**config.mk**
```make
export PLATFORM = sky130hd
export DESIGN_NAME = demux_32_1_2
export DESIGN_NICKNAME = d
export VERILOG_FILES = /design/src/rtl/demux_32_1_2.sv
export SDC_FILE = /design/constraint.sdc
export NUM_CORES = 1
export LEC_CHECK = 0
export BUFFER_PORTS_ARGS = -buffer_cell sky130_fd_sc_hd__buf_2
export CAP_MARGIN = 20
export CORE_ASPECT_RATIO = 0.9
export CORE_UTILIZATION = 30
export DETAILED_ROUTE_END_ITERATION = 8
export GPL_TIMING_DRIVEN = 0
export PLACE_DENSITY_LB_ADDON = 0.05
export SYNTH_ARGS = -nofsm -noshare
export SYNTH_HDL_FRONTEND = slang
export SYNTH_SLANG_ARGS = --single-unit
export TNS_END_PERCENT = 20
```
**constraint.sdc**
```tcl
create_clock -name clk -period 6.1 [get_ports clk]
set_clock_uncertainty 0.2 [all_clocks]
set_input_delay 0.61 -clock clk [delete_from_list [all_inputs] [get_ports clk]]
set_output_delay 0.61 -clock clk [all_outputs]
set_load 0.02 [all_outputs]
```
**src/rtl/demux_32_1_2.sv**
```systemverilog
// One-to-two 32-bit demultiplexer: each word is steered to output A or B by in_sel and held in a 2-entry FIFO per output.
// Optional per-output transfer counters are built only when DEMUX_XFER_CNT_EN is defined.
module demux_32_1_2 (
  input  logic        clk,
  input  logic        rst,
  input  logic        in_valid,
  output logic        in_ready,
  input  logic [31:0] in_data,
  input  logic        in_sel,
  output logic        a_valid,
  input  logic        a_ready,
  output logic [31:0] a_data,
  output logic        b_valid,
  input  logic        b_ready,
  output logic [31:0] b_data,
  output logic [15:0] a_xfer_cnt,
  output logic [15:0] b_xfer_cnt
);

  localparam int DEPTH = 2;

  // Handshake: a transfer happens on a rising edge where valid && ready; a
  // producer holds valid and its data stable until that edge, and ready never
  // depends on the valid it is paired with.

  logic [31:0] a_mem [DEPTH];
  logic [31:0] b_mem [DEPTH];
  logic        a_wr, a_rd, b_wr, b_rd;
  logic [1:0]  a_count, b_count;
  logic        a_full, b_full;
  logic        a_push, a_pop, b_push, b_pop;

  assign a_full   = (a_count == 2'(DEPTH));
  assign b_full   = (b_count == 2'(DEPTH));
  // Ready looks only at the registered count of the target, so a full buffer
  // never passes a word through even when it is being popped this cycle.
  assign in_ready = in_sel ? !b_full : !a_full;

  assign a_push  = in_valid && in_ready && !in_sel;
  assign b_push  = in_valid && in_ready &&  in_sel;
  assign a_valid = (a_count != 2'd0);
  assign b_valid = (b_count != 2'd0);
  assign a_pop   = a_valid && a_ready;
  assign b_pop   = b_valid && b_ready;
  assign a_data  = a_mem[a_rd];
  assign b_data  = b_mem[b_rd];

  always_ff @(posedge clk) begin
    if (rst) begin
      a_wr    <= 1'b0;
      a_rd    <= 1'b0;
      a_count <= 2'd0;
      b_wr    <= 1'b0;
      b_rd    <= 1'b0;
      b_count <= 2'd0;
    end else begin
      if (a_push) a_wr <= ~a_wr;
      if (a_pop)  a_rd <= ~a_rd;
      if (a_push && !a_pop)      a_count <= a_count + 2'd1;
      else if (!a_push && a_pop) a_count <= a_count - 2'd1;
      if (b_push) b_wr <= ~b_wr;
      if (b_pop)  b_rd <= ~b_rd;
      if (b_push && !b_pop)      b_count <= b_count + 2'd1;
      else if (!b_push && b_pop) b_count <= b_count - 2'd1;
    end
  end

  // Storage is left unreset; valid is derived from the counts alone.
  always_ff @(posedge clk) begin
    if (a_push) a_mem[a_wr] <= in_data;
    if (b_push) b_mem[b_wr] <= in_data;
  end

`ifdef DEMUX_XFER_CNT_EN
  logic [15:0] a_cnt_q, b_cnt_q;

  always_ff @(posedge clk) begin
    if (rst) begin
      a_cnt_q <= 16'h0000;
      b_cnt_q <= 16'h0000;
    end else begin
      if (a_pop && (a_cnt_q != 16'hFFFF)) a_cnt_q <= a_cnt_q + 16'd1;
      if (b_pop && (b_cnt_q != 16'hFFFF)) b_cnt_q <= b_cnt_q + 16'd1;
    end
  end

  assign a_xfer_cnt = a_cnt_q;
  assign b_xfer_cnt = b_cnt_q;
`else
  assign a_xfer_cnt = 16'h0000;
  assign b_xfer_cnt = 16'h0000;
`endif

endmodule
```
# After elaboration in Yosys (flattened, before gate mapping)
# Memory sizes are Yosys's and may differ from the RTL's. A register that Yosys moved wholly into a read port is not among the register bits.
# Index checks and enable logic that the tools add are counted.
# W data, S select, Z words.
[word_totals] register_bits=8 ram_bits=128 input_bits=38 out_inout_bits=99 elab_cells=51 mem_count=2
[op_classes] n_addsub=4 eq_ne=2 mux=13 n_bitwise=4 reduce_logical=20
[mem_list] name="a_mem" words=2 word_bits=32 rd=1 rd_clocked_by_memory_dff=1 write_ports=1 line="26" text="logic [31:0] a_mem [DEPTH];"
[mem_list] name="b_mem" words=2 word_bits=32 rd=1 rd_clocked_by_memory_dff=1 write_ports=1 line="27" text="logic [31:0] b_mem [DEPTH];"
[op_table] operator="$logic_and A1 B1 Y1" n=9
[op_table] operator="$mux W1" n=9
[op_table] operator="$mux W2" n=4
[op_table] operator="$reduce_bool A2 Y1" n=4
[op_table] operator="$logic_not A1 Y1" n=7
[op_table] operator="$add A2 B1 Y2 const B" n=2
[op_table] operator="$eq A2 B2 Y1 const B" n=2
[op_table] operator="$not A1 Y1" n=4
[op_table] operator="$sub A2 B1 Y2 const B" n=2

# Logic depth before layout (Yosys ltp)
# Gate-level depths: netlist (run 1).
[depth] word_depth=9 mapped_depth=6 mapped_depth_nobuf=6

# Worst setup path after synthesis (run 1)
# OpenSTA, ideal clock, no wires.
[synth_timing] path_type="input-to-reg" startpoint="in in_valid" endpoint="mem a_mem[1][0] (enable)" setup_ps=392 t_arrival_ps=1666 required_ps=5508 path_slack_ps=3842 stages=2 path_buffers=0 path_cell_list="nor2b_1 -> and3_1"
[synth_between] elab_chain_len=4
[synth_rtl] element="start: declaration" line="6" text="input logic in_valid,"
[synth_rtl] element="$logic_and A1 B1 Y1 (2 in series)" line="39" text="assign a_push = in_valid && in_ready && !in_sel;"
[synth_rtl] element="$mux W1" line="70" text="if (a_push) a_mem[a_wr] <= in_data;"
[synth_rtl] element="$mux W1 (implied by the code)" line="70"
[synth_rtl] element="end: declaration" line="26"
# Every way passes these cells.

==> impl_metrics.json, run 1 <==
{
  "crit_fanout": 10,
  "clk_pin_slew_worst_paths_ps": 60,
  "yosysTopAreaCell": "edfxtp_1",
  "required_ps": 5290,
  "status": "completed",
  "end_kind": "output port",
  "hold_viol": 0,
  "power.density_nw_per_um2": 435,
  "antenna_found_initial": 0,
  "syn_to_final_growth_pct": 30.5,
  "async_reset_ff_share_pct": 0,
  "place.port_buffers": 103,
  "setup_violations": 0,
  "grt_pass1_vias": 2787,
  "cts_tree": "built",
  "final-max-slew-violation-count": 0,
  "vias": 2755,
  "fin_crit_ps": 2580,
  "fin_tns_setup_ps": 0,
  "insertion_delay_ps": 410,
  "synthMostInstantiatedCell": "edfxtp_1",
  "drc": 0,
  "cts_sinks": 138,
  "pwr-share-comb_pct": 25.0,
  "period_share_pct": 42.3,
  "die_w_um": 142,
  "synth-seq-cells": 138,
  "netlist_top_cells_area": "edfxtp_1, mux2_2, buf_4",
  "cts_setup_buffers": 0,
  "power_leakage_uw": 0.00266,
  "crit_type": "reg -> out",
  "synthFlopType": "edfxtp_1",
  "gp_congestion": 0.678,
  "die_area_um2": 18300,
  "fin_util_pct": 40.6,
  "final_nets": 482,
  "synth-edff-count": 128,
  "swShare_pct": 28.2,
  "maxSlewHeadroom_pct": 42.4,
  "switchingPower_uw": 851,
  "seq_area_frac_synth_pct": 76.0,
  "fmax_ghz": 0.388,
  "synthTopCellsByCount": "edfxtp_1, mux2_2, buf_4",
  "grt_start_max_net_pins": 33,
  "hpwlAfterDp_um": 6620,
  "root_buffer": "clkbuf_16",
  "crit_path_start_kind": "flop",
  "h-tree-depth": 4,
  "drt_first_pass_iters": 4,
  "synth_top_area_share_pct": 72.2,
  "initial_core_util_pct": 31.1,
  "syn-cell-area_um2": 5320,
  "drv_cap": 0,
  "routed_via_density": 3.99,
  "yosysUniqueCellTypes": 24,
  "hold_path.class": "in -> reg",
  "layout.cells.non_filler": 690,
  "grt_usage_pct": 12.2,
  "clockBufferDepth": 2,
  "p_clk_share_pct": 36.6,
  "cts_hold_buf": 0,
  "syn_avg_cell_area_um2": 18.6,
  "synth_cells": 287,
  "holdWs_ps": 210,
  "die_h_um": 128,
  "antenna_left": 0,
  "wl_per_cell_um": 15.2,
  "drt_iter0_drc": 56,
  "rsz0062_at_grt": "false",
  "dp.cells": 658,
  "ir_drop_mv": 0.192,
  "num_rows": 45,
  "cts_resized": 0,
  "tightest_slew_ps": 862,
  "cell_internal_pwr_uw": 2170,
  "grt_overflow_total": 0,
  "cp.arrival_ps": 1770,
  "wl_um": 10500,
  "cts_buffers": 17,
  "yosysWarnings": 0,
  "boundaryPins": 137,
  "grt_pass1_wl_um": 15600,
  "core_region_area_um2": 17100,
  "pwr-share-seq_pct": 38.4,
  "diodes": 0,
  "drive_gt1_share_pct": 52.7
}
## per-layer routing
metal  track usage (%)  routed length, um
met2              19.3               4940
met1              14.5               4640
met3              5.66                807
met5                 0                  0
met4              4.74                110
## final cells by class
cell class,instances,area (um2)
flip-flops and latches,138,4040
clock inverters,12,199
well taps,235,294
plain buffers,41,297
repair buffers,105,563
multi-input cells,136,1090
inverters,3,11.3
fillers,1635,10200
clock buffers,20,447
## state kept, by name, summed over array words and instances (netlist names), named ones only
signal   flops
a_count      2
a_mem       64
a_rd         1
a_wr         1
b_count      2
b_mem       64
b_rd         1
b_wr         1
## power by group through the flow
stage               Clock (uW)  Combinational, uW  Sequential, uW
finish                    1110                756            1160
global route              1180                826            1170
CTS                       1140                780            1160
detailed placement           0                775            1180
global placement             0                769            1180
floorplan                    0                534            1170
## kinds of logic after synthesis
logic type | synth area share [%]
other | 0.0704
adder cells (fa/ha/maj) | 0.470
buffers and inverters | 5.78
multiplexers | 13.5
AO/OA/AOI/OAI | 1.13
AND/OR/NAND/NOR | 2.07
flip-flops | 76.0
XOR/XNOR | 0.987
## path summary, 6_finish.rpt
kind	start	endpoint	slack [ps]	cells after the start
max	flop	b_data[10]	3520	4
min	in_data[21]	b_mem[1][21]$_DFFE_PP_	210	1
max reg2reg	b_count[0]$_SDFFE_PP0P_	b_mem[0][1]$_DFFE_PP_	4000	3
min reg2reg	b_wr$_SDFFE_PP0P_	b_wr$_SDFFE_PP0P_	290	2
## layout by cell type, fill, tap and decap left out, drive strengths merged, types with 3 or more instances in the layout
cell type and instances:
or3 3, xor2 6, o21ai 5, conb 32, clkinvlp 4, buf 143, bufinv 5, dfxtp 10
a21oi 4, mux2 64, clkinv 3, inv 3, clkbuf 23, edfxtp 128, nor2 7
## critical path, cell delays in order (launching register included)
cell and delay [ps]:
dfxtp_1 300, clkbuf_1 240, buf_4 290, mux2_2 360, buf_2 160
## per-stage QoR
| step | total power (uW) | worst slack (ps) | area, um2 |
|---|---|---|---|
| floorplan | 1710 | 3840 | 5440 |
| global placement | 1950 | 2960 | 6250 |
| detailed placement | 1960 | 3660 | 6300 |
| CTS | 3080 | 3450 | 6950 |
| global route | 3170 | 3370 | 6950 |
| finish | 3020 | 3520 | 6950 |
Note: power is estimated with default switching activity, not from simulation.
==> run 2, diff against run 1 <==
clock period = 2.3 ns   (was 6.1 ns; I/O delays follow)
==> run 2 against run 1 <==
Compared with the run above:
- first-iteration DRC count is 16% higher
- worst hold slack worse by 190 ps
- combinational power grew to 2.7 times the previous value
- total power grew to 2.7 times the previous value
- routed wire length is 1.1% higher
- via count is 4.0% higher
- largest power group unchanged
==> impl_metrics.json, run 2 (synthesized netlist as in run 1, its figures left out) <==
{
  "drv_cap": 0,
  "timing.final.ws_setup_ps": 95.7,
  "hpwlAfterDp_um": 6620,
  "drive_gt1_share_pct": 49.4,
  "drc": 0,
  "antenna_found_initial": 0,
  "holdPathEnd": "a_count[0]$_SDFFE_PP0P_",
  "required_ps": 1870,
  "syn_to_final_growth_pct": 36.4,
  "rr_startpoint": "b_count[1]$_SDFFE_PP0P_",
  "fillerInstances": 1613,
  "crit_type": "reg -> out",
  "wl_um": 10600,
  "boundaryPins": 137,
  "core_region_area_um2": 17100,
  "setup_violations": 0,
  "max_stage_delay_ps": 360,
  "rrSetupSlack_ps": 200,
  "drt_first_pass_iters": 4,
  "die_w_um": 142,
  "die_area_um2": 18300,
  "crit_slowest_cell": "mux2_2",
  "fin_crit_ps": 2200,
  "maxSlewHeadroom_pct": 42.4,
  "dp_slack_ps": 139,
  "final_nets": 513,
  "clk_pin_slew_worst_paths_ps": 60,
  "root_buffer": "clkbuf_16",
  "cts_sinks": 138,
  "r2r_cells": 3,
  "wl_per_cell_um": 14.7,
  "drt_iter0_drc": 65,
  "clockBufferDepth": 2,
  "diodes": 0,
  "insertion_delay_ps": 410,
  "cts_setup_buffers": 0,
  "cts_tree": "built",
  "grt_start_max_net_pins": 33,
  "hold_viol": 0,
  "reg_top3": "a_mem: 64 flops, b_mem: 64 flops",
  "worstHoldStart": "rst",
  "h-tree-depth": 4,
  "timing.rr.end": "b_mem[0][1]$_DFFE_PP_",
  "antenna_left": 0,
  "mostFrequentLayoutCells": "edfxtp_1, buf_2, mux2_2",
  "final-max-slew-violation-count": 0,
  "ir_drop_mv": 0.509,
  "grt_overflow_total": 0,
  "initial_core_util_pct": 31.1,
  "fmax_ghz": 0.454,
  "routed_via_density": 3.98,
  "power.density_nw_per_um2": 1110,
  "cp.arrival_ps": 1770,
  "die_h_um": 128,
  "grt_pass1_vias": 2916,
  "status": "completed",
  "hold_path.class": "in -> reg",
  "grt_pass1_wl_um": 15900,
  "place.port_buffers": 103,
  "hold_path_depth": 2,
  "period_share_pct": 95.8,
  "end_kind": "output port",
  "power_leakage_uw": 0.00279,
  "num_rows": 45,
  "final_common_cell": "edfxtp_1",
  "crit_fanout": 10,
  "fin_util_pct": 42.4,
  "holdWs_ps": 23.8,
  "crit_chain": "buf_1 -> buf_4 -> mux2_2 -> buf_2",
  "tightest_slew_ps": 862,
  "rsz0062_at_grt": "true",
  "vias": 2866,
  "gp_congestion": 0.678,
  "crit_path_start_kind": "flop",
  "cts_buffers": 17,
  "grt_usage_pct": 12.4
}
run 2: through the flow:
step	instances	instance area (um2)	setup TNS, ps	total power, uW
final	721	7260	0	8050
after global routing	721	7260	-203	8450
after CTS	722	7270	0	8200
after detailed placement	658	6300	0	5190
after global placement	656	6250	-51890	5170
after floorplan	318	5440	0	4530
run 2: worst max-delay path by stage:
| stage | slack [ps] | end | from |
|---|---|---|---|
| 3_5_place_dp | 140 | b_mem[0][8]$_DFFE_PP_ | b_count[1]$_SDFFE_PP0P_ |
| 2_1_floorplan | 240 | b_mem[0][0]$_DFFE_PP_ | b_count[1]$_SDFFE_PP0P_ |
| 3_3_place_gp | -480 | b_mem[1][6]$_DFFE_PP_ | b_count[0]$_SDFFE_PP0P_ |
| 5_1_grt | -20 | b_data[3] | flop |
| 6_report | 100 | b_data[10] | flop |
| 4_1_cts | 30 | b_data[10] | flop |
run 2: worst max-delay path, delay by kind of cell, from the launching register on:
kind / cells / cell delay [ps]
muxes: 1 / 360
DFF: 1 / 300
buffers and inverters: 3 / 690
run 2: where the power goes:
part | switching, uW | leakage [uW] | internal, uW
Combinational | 1190 | 0.00123 | 841
Sequential | 87.6 | 0.00126 | 3000
Clock | 981 | 0.000302 | 1950
run 2: per-layer routing:
metal	track usage, %	up-vias	wire length [um]
met5	0	-	0
met2	19.7	84	5030
met1	14.8	1386	4700
met4	4.74	0	105
met3	5.43	8	777
li1	-	1388	-
run 2: timing repair:
item | 4_1_cts | 5_1_grt
hold buffers | 32 | 0
endpoints found under the setup margin | 0 | 50
resized for setup | 0 | 1
hold endpoints to repair | 128 | 0
run 2: layout make-up:
cell class,instances,area [um2],share of cell area (%)
Clock inverter,12,199,2.74
Timing Repair Buffer,137,883,12.2
Sequential cell,138,4040,55.7
Clock buffer,20,447,6.15
Buffer,40,293,4.03
Tap cell,235,294,4.05
Inverter,3,11.3,0.155
Multi-Input combinational cell,136,1090,15.0
